`config.mk`:
```
export PLATFORM = sky130hd
export DESIGN_NAME = pc_sequencer_flat
export DESIGN_NICKNAME = d
export VERILOG_FILES = /design/src/rtl/pc_sequencer_pkg.sv /design/src/rtl/pc_sequencer_if.sv /design/src/rtl/pc_sequencer.sv /design/src/flat_wrapper.sv
export SDC_FILE = /design/constraint.sdc
export NUM_CORES = 1
export LEC_CHECK = 0
export ABC_AREA = 1
export CELL_PAD_IN_SITES_DETAIL_PLACEMENT = 0
export CELL_PAD_IN_SITES_GLOBAL_PLACEMENT = 1
export CORE_ASPECT_RATIO = 1.4
export CORE_UTILIZATION = 30
export CTS_CLUSTER_DIAMETER = 100
export DETAILED_ROUTE_END_ITERATION = 7
export PLACE_DENSITY = 0.84
export SLEW_MARGIN = 40
export SYNTH_ARGS = -nofsm -noshare
export SYNTH_HDL_FRONTEND = slang
export SYNTH_SLANG_ARGS = --single-unit
```
`constraint.sdc`:
```
create_clock -name clk -period 6.5 [get_ports clk]
set_input_delay 0.975 -clock clk [delete_from_list [all_inputs] [get_ports clk]]
set_output_delay 0.975 -clock clk [all_outputs]
set_load 0.02 [all_outputs]
```
`src/rtl/pc_sequencer_pkg.sv`:
```
// Shared definitions for the multi-cycle PC sequencer: FSM state codes,
// the IR reset instruction and the PC alignment check.
package pc_sequencer_pkg;

  typedef enum logic [2:0] {
    S_IDLE   = 3'd0,
    S_FETCH  = 3'd1,
    S_DECODE = 3'd2,
    S_EXEC   = 3'd3,
    S_MEM    = 3'd4,
    S_WB     = 3'd5,
    S_HALT   = 3'd6
  } state_t;

  // addi x0,x0,0
  localparam logic [31:0] NOP_INSN_DEF = 32'h0000_0013;

  function automatic logic pc_aligned(input logic [31:0] addr);
    return (addr[1:0] == 2'b00);
  endfunction

endpackage

```
`src/rtl/pc_sequencer_if.sv`:
```
// Instruction- and data-memory handshake bundle seen by the PC sequencer.
interface pc_sequencer_if;

  logic        imem_req;
  logic [31:0] imem_addr;
  logic        imem_valid;
  logic [31:0] imem_rdata;
  logic        dmem_req;
  logic        dmem_ready;

  modport master (
    output imem_req, imem_addr, dmem_req,
    input  imem_valid, imem_rdata, dmem_ready
  );

  modport slave (
    input  imem_req, imem_addr, dmem_req,
    output imem_valid, imem_rdata, dmem_ready
  );

endinterface

```
`src/rtl/pc_sequencer.sv`:
```
// Multi-cycle control FSM owning PC and IR: fetch, decode, execute, memory,
// writeback, committing npc at writeback and halting on illegal/misaligned flow.
module pc_sequencer
  import pc_sequencer_pkg::*;
#(
  parameter logic [31:0] RESET_PC    = 32'h0000_0000,
  parameter logic [31:0] NOP_INSN    = NOP_INSN_DEF,
  parameter logic [31:0] RETIRE_INIT = 32'h0000_0000
) (
  input  logic                  clk,
  input  logic                  rst,
  input  logic                  run,
  input  logic [31:0]           npc,
  input  logic                  is_mem,
  input  logic                  wb_en,
  input  logic                  illegal,
  pc_sequencer_if.master        mem,
  output logic [31:0]           ir,
  output logic [31:0]           pc,
  output logic                  reg_we,
  output logic                  halted,
  output logic [2:0]            state,
  output logic [31:0]           retire_cnt
);

  state_t      state_q, state_d;
  logic [31:0] pc_q, ir_q, retire_q;
  logic        npc_ok, commit;

  assign npc_ok = pc_aligned(npc);
  assign commit = (state_q == S_WB) && npc_ok;

  always_comb begin
    state_d = state_q;
    case (state_q)
      S_IDLE:   if (run) state_d = S_FETCH;
      S_FETCH:  if (mem.imem_valid) state_d = S_DECODE;
      S_DECODE: state_d = illegal ? S_HALT : S_EXEC;
      S_EXEC:   state_d = is_mem ? S_MEM : S_WB;
      S_MEM:    if (mem.dmem_ready) state_d = S_WB;
      // A misaligned target never retires; the core parks until reset.
      S_WB:     state_d = !npc_ok ? S_HALT : (run ? S_FETCH : S_IDLE);
      default:  state_d = S_HALT;
    endcase
  end

  always_ff @(posedge clk or posedge rst) begin
    if (rst) begin
      state_q  <= S_IDLE;
      pc_q     <= RESET_PC;
      ir_q     <= NOP_INSN;
      retire_q <= RETIRE_INIT;
    end else begin
      state_q <= state_d;
      if (state_q == S_FETCH && mem.imem_valid) ir_q <= mem.imem_rdata;
      if (commit) begin
        pc_q     <= npc;
        retire_q <= retire_q + 32'd1;
      end
    end
  end

  assign mem.imem_req  = (state_q == S_FETCH);
  assign mem.imem_addr = pc_q;
  assign mem.dmem_req  = (state_q == S_MEM);
  assign reg_we        = commit && wb_en;
  assign halted        = (state_q == S_HALT);
  assign state         = state_q;
  assign ir            = ir_q;
  assign pc            = pc_q;
  assign retire_cnt    = retire_q;

endmodule

```
`src/flat_wrapper.sv`:
```
// flat-port wrapper written by rule: the top's interface ports become plain ports
module pc_sequencer_flat import pc_sequencer_pkg::*;
#(
  parameter logic [31:0] RESET_PC    = 32'h0000_0000,
  parameter logic [31:0] NOP_INSN    = NOP_INSN_DEF,
  parameter logic [31:0] RETIRE_INIT = 32'h0000_0000
)
  (clk, rst, run, npc, is_mem, wb_en, illegal, ir, pc, reg_we, halted, state, retire_cnt, mem_imem_req, mem_imem_addr, mem_dmem_req, mem_imem_valid, mem_imem_rdata, mem_dmem_ready);
  pc_sequencer_if mem_i ();
  input  logic clk;
  input  logic rst;
  input  logic run;
  input  logic [31:0] npc;
  input  logic is_mem;
  input  logic wb_en;
  input  logic illegal;
  output logic [31:0] ir;
  output logic [31:0] pc;
  output logic reg_we;
  output logic halted;
  output logic [2:0] state;
  output logic [31:0] retire_cnt;
  output wire logic [$bits(mem_i.imem_req)-1:0] mem_imem_req;
  output wire logic [$bits(mem_i.imem_addr)-1:0] mem_imem_addr;
  output wire logic [$bits(mem_i.dmem_req)-1:0] mem_dmem_req;
  input wire logic [$bits(mem_i.imem_valid)-1:0] mem_imem_valid;
  input wire logic [$bits(mem_i.imem_rdata)-1:0] mem_imem_rdata;
  input wire logic [$bits(mem_i.dmem_ready)-1:0] mem_dmem_ready;
  assign mem_imem_req = mem_i.imem_req;
  assign mem_imem_addr = mem_i.imem_addr;
  assign mem_dmem_req = mem_i.dmem_req;
  assign mem_i.imem_valid = mem_imem_valid;
  assign mem_i.imem_rdata = mem_imem_rdata;
  assign mem_i.dmem_ready = mem_dmem_ready;
  pc_sequencer #(.RESET_PC(RESET_PC), .NOP_INSN(NOP_INSN), .RETIRE_INIT(RETIRE_INIT)) u_core (.clk(clk), .rst(rst), .run(run), .npc(npc), .is_mem(is_mem), .wb_en(wb_en), .illegal(illegal), .mem(mem_i), .ir(ir), .pc(pc), .reg_we(reg_we), .halted(halted), .state(state), .retire_cnt(retire_cnt));
endmodule
```
# --- Word level (Yosys, flattened, before mapping) ---
# Cells that the tools add are included.
word_totals:
  regBits: 99
  inputBits: 72
  output_inout_bits: 135
  elab_cells: 28
classes:
  add_sub_neg: 1
  eq_ne: 9
  muxes: 8
  n_reduce_logical: 6
op_table:
  columns: ["cell", "count"]
  rows:
  - ["adder 32 x 1 -> 32 bit (second input constant)", 1]
  - ["one-hot mux 3 bit (6 select lines)", 1]
  - ["2-to-1 mux 3 bit", 5]
  - ["equality test 3 bit (second input constant)", 3]
  - ["equality test 3 x 2 -> 1 bit (second input constant)", 2]
  - ["!= test 2 x 1 -> 1 bit (second input constant)", 2]
  - ["equality test 3 x 1 -> 1 bit (second input constant)", 1]
  - ["logical AND 1 bit", 3]
  - ["logical NOT 3 bit", 1]
  - ["AND reduction 3 bit", 1]
  - ["logical NOT 2 bit", 1]
  - ["2-to-1 mux 1 bit", 2]
  - ["!= test 2 bit (second input constant)", 1]

# --- Depth between registers and ports, before layout ---
depth:
  word_depth: 3
  mapped_depth: 10

# --- Least setup slack after synthesis ---
# Ideal clock, no wire load.
synth_timing:
  path_type: "input -> output"
  startpoint: "input npc[1]"
  endpoint: "output reg_we"
  arrival_ns: 2.014
  t_required_ns: 5.525
  path_slack_ns: 3.511
  cell_stages: 5
  path_cell_list: "nor2_1 > nand3_4 > buf_2 > buf_1 > nor2_1"
synth_between:
  elab_chain_cells: 3
synth_rtl:
  columns: ["element", "line", "source"]
  rows:
  - ["start: declaration", "flat_wrapper.sv:13", "input logic [31:0] npc;"]
  - ["logical NOT 2 bit", "pc_sequencer_pkg.sv:19", "return (addr[1:0] == 2'b00);"]
  - ["logical AND 1 bit", "pc_sequencer.sv:31", "assign commit = (state_q == S_WB) && npc_ok;"]
  - ["logical AND 1 bit", "pc_sequencer.sv:66", "assign reg_we = commit && wb_en;"]
  - ["end: declaration", "flat_wrapper.sv:19", "output logic reg_we;"]
# Every way passes these cells.

# --- Worst setup path after layout ---
# Ends and elaborated chain as after synthesis.

==> impl_metrics.ini <==
[timing]
slew_violations = 0
fmax_mhz = 249
finalSetupTns_ns = 0
setup_viol = 0
skew_ns = 0.00739
fin_crit_ns = 4.01
max_slew.worst_pin.slew_ns = 0.662
worst_slack_ns = 2.49
slew_headroom_pct = 55.9
fin_crit_sh_pct = 61.8
hold_viol = 0
rsz0062_at_grt = no

[routing]
routed_wl_um = 12100
drt_first_pass_iters = 4
ant_nets = 0
drt-initial-drc-count = 148
viasPerCell = 4.37
drcViolationCount = 0
vias = 3782
wl_per_cell_um = 14.0

[die]
initial_core_util_pct = 31.0
die_x_um = 108
ios = 207
dieArea_sq_um = 16200
coreArea_sq_um = 15200
rows = 53
die_h_um = 150

[cts]
h-tree-depth = 3
cts_buffers = 9
path_clk_slew_ns = 0.07
cts_sinks = 99
cts_hold_buf = 0
cts_resized = 0
cts_tree = yes
clock_path_buffers = 2
post_cts_buffers = 0
clkLatencyLatePin_ns = 0.33
cts-root-buf = clkbuf_16

[placed_design]
dpl_worst_slack_ns = 2.43
dpl.cell_count = 849
gp_congestion = 0.766
port-buffer-count = 206
hpwl_um = 9020

[pwr]
p_seq_share_pct = 32.4
p_int_mw = 1.99
switchingPower_mw = 1.16
power.leakage_nw = 3.31
vdd_ir_drop_max_mv = 0.231
p_comb_share_pct = 49.4
clkPwrFrac_pct = 18.2
switching_share_pct = 36.8
p_per_area_nw_per_um2 = 447

[yosys]
synthDistinctLibCells = 29
synth_warnings = 0
syn-num-nets = 564
synth_area_sq_um = 4700
syn_avg_cell_area_sq_um = 9.58
syn_inst = 491
yosys_register_bits = 99
ys_seq_area_share_pct = 52.8

[global_route]
grt_pass1_wl_um = 19100
grt_usage_pct = 15.2
antenna_found_initial = 0
overflow = 0
grt_max_degree = 54
first_global_vias = 3801

[hold_path]
hp-class = flip-flop to flip-flop

[setup_path]
cp-end-kind = primary output
criticalPathCategory = primary input to primary output
ff2ff_setup_slack_ns = 4.46
arrival_ns = 3.04
cp.required_ns = 5.52
cp-start-kind = primary input
crit_fanout = 39

[cells_and_area]
post_route_cells_drive_above_1_share_pct = 10.1
final_common_cell = clkdlybuf4s50_1
diodes = 0
fin_nets = 741
fillers = 1412
syn2layout_area_growth_pct = 50.1
fin_cells = 865
layout_common_cells = clkdlybuf4s50_1 (206), nand2_1 (179), dfrtp_1 (96)

[flow_run]
maxCapViolCount = 0

[outcome]
outcome = complete, no violations
[stage by stage]
step	instance area, sq um	total power [mW]	hold WS [ns]	utilization, %
after floorplan	4700	1.94	0.596	-
final	7060	3.15	0.504	46.5
after global routing	7060	3.34	0.516	46.5
after detailed placement	6740	2.60	0.492	44.4
after global placement	6710	2.56	0.485	44.2
after CTS	7060	3.20	0.508	46.5
[critical path, stage by stage]
cell and delay [ns]:
clkdlybuf4s50_1 0.46, nor2_1 0.28, nand3_4 0.44, nor2_1 0.22, clkdlybuf4s50_1 0.63
[flip-flops by register name, summed over array words and instances (netlist names)]
register and count:
u_core.ir 32, u_core.mem.imem_addr 32, u_core.retire_cnt 32, u_core.state 3
[synth_stat cells]
cell      number  area (sq um)
buf_2          5          25.0
nor3_1         3          15.0
ha_1           1          12.5
o21bai_1       2          15.0
nand2_4        2          22.5
nand2_2        3          18.8
nand2_1      179           672
xnor2_1       10          87.6
mux2_2         2          22.5
nand3_4        1          17.5
o22ai_1        1          6.26
nand4_1        6          37.5
nand3_1       12          60.1
o21ai_0        1          5.00
inv_1         36           135
nor2_4         3          33.8
buf_1          2          7.51
mux2_4        30           450
nor2_8         1          20.0
dfstp_2        3          78.8
nand3b_1       4          30.0
buf_4         32           240
a21oi_1        2          10.0
buf_6          3          33.8
dfrtp_1       96          2400
nor2_2         3          18.8
xor2_1         9          78.8
nor2_1        37           139
inv_2          2          7.51
[layout make-up]
class	instances	area (sq um)	share of cell area, %
sequential	99	2480	35.1
tap	192	240	3.40
clock buffer	10	229	3.24
timing repair buffer	208	2100	29.7
clock inverter	6	90.1	1.28
multi-input combinational	312	1780	25.2
inverter	38	145	2.06
[logic make-up (layout without fill, tap and decap cells)]
kind of cell               count (synthesis)  in the layout  share of synthesized area (%)
xor gates and xnor gates                  19             19                           3.54
buffers and inverters                     80            262                           9.55
and+or+nand+nor                          254            254                           23.1
AOI/OAI and AO/OA                          6              6                          0.771
DFF                                       99             99                           52.8
adders and majority gates                  1              1                          0.266
muxes                                     32             32                           10.1
[routing by layer]
metal | global-route usage [%] | part of all wire [%] | vias to the layer above
met2 | 26.7 | 53 | 115
met4 | 4.66 | 1.3 | 0
met3 | 3.64 | 4.8 | 9
met1 | 18.1 | 40 | 1822
met5 | 0 | 0 | -
li1 | - | - | 1836
[worst paths after layout]
check                                 startpoint  depth (start not counted)                       end
min in group asynchronous                    rst                          2             u_core.ir[18]
max                                       npc[1]                          5                    reg_we
min reg2reg                u_core.retire_cnt[18]                          1     u_core.retire_cnt[18]
max in group asynchronous                    rst                          3  u_core.mem.imem_addr[11]
min                        u_core.retire_cnt[18]                          1     u_core.retire_cnt[18]
max reg2reg                      u_core.state[0]                          9     u_core.retire_cnt[28]
[power by group through the flow]
stage / registers, mW / clock network (mW) / logic, mW
after global placement: 1.02 / 0 / 1.55
after global routing: 1.05 / 0.621 / 1.66
final: 1.02 / 0.573 / 1.56
after floorplan: 1.27 / 0 / 0.667
after detailed placement: 1.03 / 0 / 1.57
after CTS: 1.03 / 0.593 / 1.58
No activity file was read; power rests on OpenSTA's default activity.
